==> config.mk <==
export PLATFORM = sky130hd
export DESIGN_NAME = bus_cycle_ctrl
export DESIGN_NICKNAME = d
export VERILOG_FILES = /design/src/rtl/bus_cycle_ctrl.sv
export SDC_FILE = /design/constraint.sdc
export NUM_CORES = 1
export LEC_CHECK = 0
export ABC_AREA = 1
export CORE_MARGIN = 1
export CORE_UTILIZATION = 43
export DETAILED_ROUTE_END_ITERATION = 6
export DONT_BUFFER_PORTS = 1
export GPL_ROUTABILITY_DRIVEN = 0
export GPL_TIMING_DRIVEN = 0
export SLEW_MARGIN = 20
export SYNTH_ARGS = -nofsm -noshare
export SYNTH_HDL_FRONTEND = slang
export SYNTH_SLANG_ARGS = --single-unit
==> constraint.sdc <==
create_clock -name phi1 -period 2.07 [get_ports phi1]
set_input_delay 0.207 -clock phi1 [delete_from_list [all_inputs] [get_ports phi1]]
set_output_delay 0.207 -clock phi1 [all_outputs]
set_load 0.02 [all_outputs]
==> src/rtl/bus_cycle_ctrl.sv <==
// 8085 machine-cycle sequencer: drives T1/T2/TW/T3..T6, wait states, HOLD/HLDA and HALT.
// Optional wait-state timeout is compiled in with `define WAIT_TIMEOUT_EN.
module bus_cycle_ctrl #(
  parameter int unsigned MAX_WAIT   = 15,
  parameter int unsigned WAIT_CNT_W = 4
) (
  input  logic        phi1,
  input  logic        reset,
  input  logic        cyc_req,
  input  logic [2:0]  cyc_type,
  input  logic        cyc_long,
  input  logic [15:0] cyc_addr,
  input  logic [7:0]  cyc_wdata,
  input  logic [7:0]  ad_in,
  input  logic        ready,
  input  logic        hold,
  input  logic        wake,
  output logic        cyc_ack,
  output logic        cyc_done,
  output logic [7:0]  cyc_rdata,
  output logic        bus_err,
  output logic        ALE,
  output logic        RDn,
  output logic        WRn,
  output logic        IOMn,
  output logic        S1,
  output logic        S0,
  output logic [7:0]  ad_out,
  output logic [7:0]  a_hi,
  output logic        ad_oe,
  output logic        bus_oe,
  output logic        hlda,
  output logic        halted
);

  localparam logic [2:0] TyFetch = 3'd0;
  localparam logic [2:0] TyMemRd = 3'd1;
  localparam logic [2:0] TyMemWr = 3'd2;
  localparam logic [2:0] TyIoRd  = 3'd3;
  localparam logic [2:0] TyIoWr  = 3'd4;
  localparam logic [2:0] TyHalt  = 3'd5;

  if ((2 ** WAIT_CNT_W) <= MAX_WAIT) begin : g_bad_param
    $error("WAIT_CNT_W too narrow to count MAX_WAIT");
  end

  typedef enum logic [3:0] {
    StIdle, StT1, StT2, StTw, StT3, StT4, StT5, StT6, StHalt, StHold
  } state_e;

  state_e     state_q, state_d;
  logic [2:0] type_q, type_d;
  logic       long_q, long_d;
  logic [7:0] wdata_q, wdata_d;
  logic       from_halt_q, from_halt_d;
  logic       is_final, timeout, done_d;
  logic       rd_d, wr_d, rd_q, in_cyc_d, strobe_d;
  logic [7:0] ad_out_d, a_hi_d;

`ifdef WAIT_TIMEOUT_EN
  logic [WAIT_CNT_W-1:0] wcnt_q, wcnt_d;
  logic                  err_q;

  assign timeout = (wcnt_q == WAIT_CNT_W'(MAX_WAIT));
  assign bus_err = err_q;

  always_comb begin
    wcnt_d = wcnt_q;
    if (state_d == StT1) begin
      wcnt_d = '0;
    end else if (state_d == StTw) begin
      wcnt_d = wcnt_q + WAIT_CNT_W'(1);
    end
  end

  always_ff @(posedge phi1 or posedge reset) begin
    if (reset) begin
      wcnt_q <= '0;
      err_q  <= 1'b0;
    end else begin
      wcnt_q <= wcnt_d;
      if ((state_q == StT2 || state_q == StTw) && !ready && timeout) begin
        err_q <= 1'b1;
      end
    end
  end
`else
  assign timeout = 1'b0;
  assign bus_err = 1'b0;
`endif

  // Next state; attributes of a cycle are latched only on the edge that enters T1.
  always_comb begin
    state_d     = state_q;
    type_d      = type_q;
    long_d      = long_q;
    wdata_d     = wdata_q;
    from_halt_d = from_halt_q;
    done_d      = 1'b0;
    is_final    = (state_q == StT3 && type_q != TyFetch) ||
                  (state_q == StT4 && !long_q) || (state_q == StT6);
    if (state_q == StIdle || is_final) begin
      done_d = is_final;
      if (hold) begin
        state_d     = StHold;
        from_halt_d = 1'b0;
      end else if (cyc_req && cyc_type <= TyHalt) begin
        state_d = StT1;
        type_d  = cyc_type;
        long_d  = cyc_long;
        wdata_d = cyc_wdata;
      end else begin
        state_d = StIdle;
      end
    end else begin
      case (state_q)
        StT1:       state_d = (type_q == TyHalt) ? StHalt : StT2;
        StT2, StTw: state_d = (ready || timeout) ? StT3 : StTw;
        StT3:       state_d = StT4;
        StT4:       state_d = StT5;
        StT5:       state_d = StT6;
        StHalt: begin
          if (hold) begin
            state_d     = StHold;
            from_halt_d = 1'b1;
          end else if (wake) begin
            state_d = StIdle;
            done_d  = 1'b1;
          end
        end
        StHold:     if (!hold) state_d = from_halt_q ? StHalt : StIdle;
        default:    state_d = StIdle;
      endcase
    end
  end

  // Pin values for the state being entered, so every output comes straight from a flop.
  always_comb begin
    rd_d     = type_d inside {TyFetch, TyMemRd, TyIoRd};
    wr_d     = type_d inside {TyMemWr, TyIoWr};
    rd_q     = type_q inside {TyFetch, TyMemRd, TyIoRd};
    in_cyc_d = state_d inside {StT1, StT2, StTw, StT3, StT4, StT5, StT6};
    strobe_d = state_d inside {StT2, StTw, StT3};
    ad_out_d = ad_out;
    a_hi_d   = a_hi;
    if (state_d == StT1) begin
      ad_out_d = cyc_addr[7:0];
      a_hi_d   = cyc_addr[15:8];
    end else if (strobe_d && wr_d) begin
      ad_out_d = wdata_d;
    end
  end

  always_ff @(posedge phi1 or posedge reset) begin
    if (reset) begin
      state_q     <= StIdle;
      type_q      <= '0;
      long_q      <= 1'b0;
      wdata_q     <= '0;
      from_halt_q <= 1'b0;
      cyc_ack     <= 1'b0;
      cyc_done    <= 1'b0;
      cyc_rdata   <= '0;
      ALE         <= 1'b0;
      RDn         <= 1'b1;
      WRn         <= 1'b1;
      IOMn        <= 1'b0;
      S1          <= 1'b0;
      S0          <= 1'b0;
      ad_out      <= '0;
      a_hi        <= '0;
      ad_oe       <= 1'b0;
      bus_oe      <= 1'b1;
      hlda        <= 1'b0;
      halted      <= 1'b0;
    end else begin
      state_q     <= state_d;
      type_q      <= type_d;
      long_q      <= long_d;
      wdata_q     <= wdata_d;
      from_halt_q <= from_halt_d;
      cyc_ack     <= (state_d == StT1);
      cyc_done    <= done_d;
      ALE         <= (state_d == StT1);
      RDn         <= !(strobe_d && rd_d);
      WRn         <= !(strobe_d && wr_d);
      IOMn        <= in_cyc_d && (type_d == TyIoRd || type_d == TyIoWr);
      S1          <= in_cyc_d && (type_d inside {TyFetch, TyMemRd, TyIoRd});
      S0          <= in_cyc_d && (type_d inside {TyFetch, TyMemWr, TyIoWr});
      ad_out      <= ad_out_d;
      a_hi        <= a_hi_d;
      ad_oe       <= (state_d == StT1) || (strobe_d && wr_d);
      bus_oe      <= (state_d != StHold);
      hlda        <= (state_d == StHold);
      halted      <= (state_d == StHalt);
      if (state_q == StT3 && rd_q) begin
        cyc_rdata <= ad_in;
      end
    end
  end

endmodule

## Yosys cells after proc, flatten, opt, wreduce, memory -nomap -nowiden

Index checks and enable logic that the tools add are counted.

- Output and inout port bits: 37
- Logic and storage cells: 107
- Input port bits: 42
- Register bits after elaboration: 52

- Order comparisons: 1
- Muxes and demuxes: 26
- Equality and inequality tests: 28
- Reductions and logical operators: 32
- Bitwise logic cells: 1

Operators with widths:

| cell | number |
|---|---|
| 2-to-1 mux 8 bit | 5 |
| == test 4 x 3 -> 1 bit (second input constant) | 8 |
| 2-to-1 mux 4 bit | 7 |
| one-hot mux 4 bit (7 select lines) | 1 |
| == test 4 x 2 -> 1 bit (second input constant) | 4 |
| == test 4 bit (second input constant) | 4 |
| nonzero test 3 bit | 5 |
| 2-to-1 mux 3 bit | 4 |
| == test 3 x 2 -> 1 bit (second input constant) | 3 |
| logical AND 1 bit | 9 |
| 2-to-1 mux 1 bit | 9 |
| == test 4 x 1 -> 1 bit (second input constant) | 2 |
| nonzero test 7 bit | 1 |
| == test 3 x 1 -> 1 bit (second input constant) | 2 |
| == test 3 bit (second input constant) | 2 |
| zero test 3 bit | 2 |
| AND reduction 3 bit | 2 |
| nonzero test 2 bit | 3 |
| logical OR 1 bit | 5 |
| zero test 4 bit | 1 |
| inequality test 2 bit (second input constant) | 2 |
| inequality test 4 bit (second input constant) | 1 |
| less-or-equal comparator 3 bit (second input constant) | 1 |
| zero test 1 bit | 3 |
| 2 further kinds | 2 |

## Logic depth before layout (Yosys ltp)

- Word-level depth: 11
- Gate-level depth with buffers: 15
- Mapped depth without buffers: 15

## Least setup slack after synthesis

OpenSTA, ideal clock, no wires.

- Path type: reg2reg
- Start point: reg state_q[3]
- End point: reg ad_out[1]
- Setup time: 0.117 ns
- Required time: 1.953 ns
- Data arrival time: 1.510 ns
- Stages on the path, launching flop included: 14
- Setup slack: 0.443 ns
- Path buffers: 1
- Clock period less this slack: 1.627 ns
- Cells stage by stage: dfrtp_1 inv_2 nand2_2 nor2_2 nand2_4 nand3_4 nand2_2 nor2_4 inv_2 buf_6 nand2_1 nand2_1 nand2_1 nand2_1

- Word-level cells in the longest chain between the ends: 10
- Elaborated cells between the ends (all ways): 35
- Those cells by class: eq/ne: 15; mux: 9; reduce/logical: 11

Ends and longest elaborated chain:

| item | RTL line | RTL |
|---|---|---|
| start: declaration | 51 | `state_e state_q, state_d;` |
| start signal: assignment | 156 | `state_q <= StIdle;` |
| start signal: assignment | 177 | `state_q <= state_d;` |
| branches (longest 10 deep; another with one-hot mux 4 bit (7 select lines)) | -- |  |
| end signal: assignment | 190 | `ad_out <= ad_out_d;` |
| end: declaration | 28 | `output logic [7:0] ad_out,` |

Parallel ways; which one is timed is not known. The select of a mux whose other input is x is not followed.
A chain may end at the register's enable or synchronous reset.

## Worst setup path in the final report

- Start point: reg state_q[0]
- End point: reg ad_out[3]

Same word-level chain as after synthesis.

==> results.yml <==
cts:
  cts_htree_levels: 2
  clk-insertion-delay-late_ns: 0.30
  tritoncts_num_sinks: 52
  cts_inserted_buffers: 5
  ctsRootBufferMaster: "clkbuf_8"
  clock_tree_from_tritoncts: "done"
  clkSlewWorstSetupHoldPaths_ns: 0.09
  clock_tree.buffer_depth: 2
route:
  drt_first_pass_iters: 4
  ant_nets: 0
  drc: 0
  vias_per_cell: 4.83
  wl_per_cell_um: 12.7
  detail_route.wirelength_um: 4490
  vias: 1705
  detailedRoute.firstIterationViolations: 77
die:
  io_pins: 79
  chipWidth_um: 75.8
  initial_core_util: 0.453
  row_count: 26
  fp.dieArea_um2: 5750
  die_height_um: 75.8
  floorplan.core_area_um2: 5170
layout:
  areaGrowthSynthToFinish_pct: 9.23
  diodes: 0
  multi_input_comb_area_um2: 913
  post-route-util: 0.495
  sequential_cell_area_um2: 1310
  layout-drive-gt1-share: 0.187
  layout.filler_cells: 505
  finalNetCount: 324
grt:
  vias_in_the_first_global_route: 1550
  overflow: 0
  global_route.usage.total: 0.169
  global_route_wire_length_before_repair_um: 7160
  grt_max_degree: 53
  antenna_found_initial: 0
run:
  max_cap_viol_count: 0
timing:
  setup_repair_after_global_routing_missed_its_margin: "false"
  maximum_frequency_from_static_timing_analysis_ghz: 0.533
  finalHoldViolations: 0
  timing.final.setup_violations: 0
  finalMaxSlewViolations: 0
  fin_setup_tns_ns: 0
  remaining_max_slew_budget_at_the_tightest_pin: 0.582
  final_period_minus_worst_setup_slack_ns: 1.88
  post_route_fraction_of_the_period_consumed_by_the_critical_path: 0.907
  worstMarginPinSlew_ns: 0.626
  timing.clock.skew_ns: 0.00676
setup_path:
  critPathArrivalTime_ns: 2.07
  critPathRequiredTime_ns: 2.27
  worst_setup_path_start_kind: "flop"
  worstSetupEndpointType: "flop"
  path_class: "reg2reg"
  critical_path.max_fanout: 10
synthesis:
  area_share_of_fa_ha_maj_cells_after_synthesis: 0
  ys_seq_area_frac: 0.557
  postSynthAreaPerCell_um2: 8.62
  synth_cell_type_count: 25
  main_combinational_cell_family_by_area_after_synthesis: "simple AND/OR/NAND/NOR gates"
  mappedNetlistArea_um2: 2340
  mappedNetlistNets: 314
  synth_xor_xnor_area_share: 0
  netlist_top_cells_area: "dfrtp_1 (52%), nand2_1 (19%), mux2_2 (3.8%)"
  synth-compound-area-share: 0.0331
  yosys.area.top_type_share: 0.523
  synthSimpleGateAreaFrac: 0.314
  postSynthCellCount: 272
  synth.largest_area_cell: "dfrtp_1"
  post_synthesis_sequential_element_count: 52
  ys.warnings.count: 0
  synth.mux.area_fraction: 0.0384
min_path:
  hold_class: "in2reg"
power:
  pwr_density_cell_nw_per_um2: 1590
  worst_ir_drop_vdd_uv: 776
  power.static_leakage_nw: 1.35
place:
  port-buffer-count: 0
  place.detailed.hpwl_um: 3320
outcome:
  outcome: "finished, final reports clean"
-- path summary, 6_finish.rpt --
| check | from | end | slack (ns) | cells past startpoint |
|---|---|---|---|---|
| worst max register to register | state_q[0] | ad_out[3] | 0.19 | 13 |
| min in group asynchronous | reset | a_hi[2] | 0.47 | 2 |
| worst min-delay path | cyc_addr[8] | a_hi[0] | 0.02 | 2 |
| worst min register to register | wdata_q[5] | wdata_q[5] | 0.47 | 2 |
| max in group asynchronous | reset | S1 | 1.18 | 2 |
| worst max-delay path | state_q[0] | ad_out[3] | 0.19 | 13 |
-- registers in the layout, summed over array words and instances, names as in the netlist --
register	flops
bus_oe	1
S0	1
S1	1
ad_oe	1
halted	1
a_hi	8
state_q	4
wdata_q	8
ad_out	8
type_q	3
IOMn	1
WRn	1
long_q	1
from_halt_q	1
RDn	1
hlda	1
cyc_rdata	8
cyc_done	1
ALE	1
-- cells in the final DEF, fill, tap and decap left out, drive strengths merged --
| cell type | instances |
|---|---|
| nand4 | 4 |
| conb | 1 |
| a21oi | 2 |
| inv | 24 |
| clkbuf | 7 |
| mux2 | 8 |
| dfrtp | 49 |
| clkinvlp | 1 |
| nand3 | 17 |
| o22ai | 1 |
| buf | 8 |
| nor3 | 1 |
| o21a | 1 |
| nor2 | 13 |
| nand2 | 132 |
| o21ai | 10 |
| dlygate4sd3 | 1 |
| dfstp | 3 |
-- logic make-up after synthesis --
group / count (synthesis)
simple gates: 167
buf+inv: 30
compound gates: 14
flops: 52
other cells: 1
mux: 8
-- per-stage QoR --
stage               setup slack, ns  cell area, um^2  power (mW)  hold slack (ns)  instances
finish                        0.193             2560        4.08           0.0167        353
detailed placement            0.145             2430        3.52            0.220        342
global route                0.00208             2560        4.46          0.00801        353
global placement           -0.00299             2430        3.49            0.325        342
CTS                           0.126             2540        4.12          0.00720        351
floorplan                     0.443             2340        3.19            0.324        272
-- worst max-delay path, cell delays in order (launching register included) --
cell     delay [ns]
dfrtp_1        0.43
inv_2          0.08
nand2_2        0.09
nor2_4         0.14
nand2_4        0.09
nand3_4        0.14
nand2_2        0.10
nor2_4         0.24
inv_4          0.09
buf_6          0.15
nand2_1        0.08
nand2_1        0.06
nand2_1        0.06
nand2_1        0.04
-- cell type report --
| class | count | share of cell area |
|---|---|---|
| Tap cell | 70 | 0.0342 |
| Clock buffer | 7 | 0.0337 |
| Buffer | 6 | 0.0161 |
| Timing Repair Buffer | 3 | 0.00977 |
| Clock inverter | 1 | 0.00293 |
| Sequential cell | 52 | 0.510 |
| Inverter | 24 | 0.0371 |
| Multi-Input combinational cell | 190 | 0.357 |
-- Yosys cell counts --
| cell type | instances |
|---|---|
| nor2_2 | 1 |
| a21oi_1 | 2 |
| nand2_4 | 2 |
| nand3_4 | 2 |
| inv_2 | 9 |
| mux2_2 | 8 |
| inv_1 | 15 |
| o21ai_0 | 9 |
| o21a_1 | 1 |
| nand2_2 | 9 |
| dfrtp_1 | 49 |
| o22ai_1 | 1 |
| buf_4 | 2 |
| nand2_1 | 121 |
| buf_2 | 3 |
| buf_6 | 1 |
| nand3_2 | 1 |
| nor3_1 | 1 |
| conb_1 | 1 |
| nor2_1 | 11 |
| nand3_1 | 14 |
| dfstp_2 | 3 |
| o21ai_2 | 1 |
| nor2_4 | 1 |
| nand4_1 | 4 |
-- repair_timing --
item	in CTS	in global routing
endpoints found under the setup margin	0	7
buffers inserted	0	2
endpoints found under the hold margin	49	0
hold buffers	1	0
gates resized for setup	0	2
-- power breakdown --
part / switching, mW / internal, mW
Combinational: 0.944 / 0.509
Clock: 0.316 / 0.272
Sequential: 0.584 / 1.46
Total: 1.84 / 2.24
-- per-layer routing --
metal | routed length, um | vias to the layer above | GRT usage
met5 | 0 | - | 0
met4 | 81 | 0 | 0.0638
met3 | 363 | 8 | 0.0542
met2 | 2020 | 69 | 0.264
met1 | 2030 | 769 | 0.221
li1 | - | 859 | -
No activity file was read; power rests on OpenSTA's default activity.
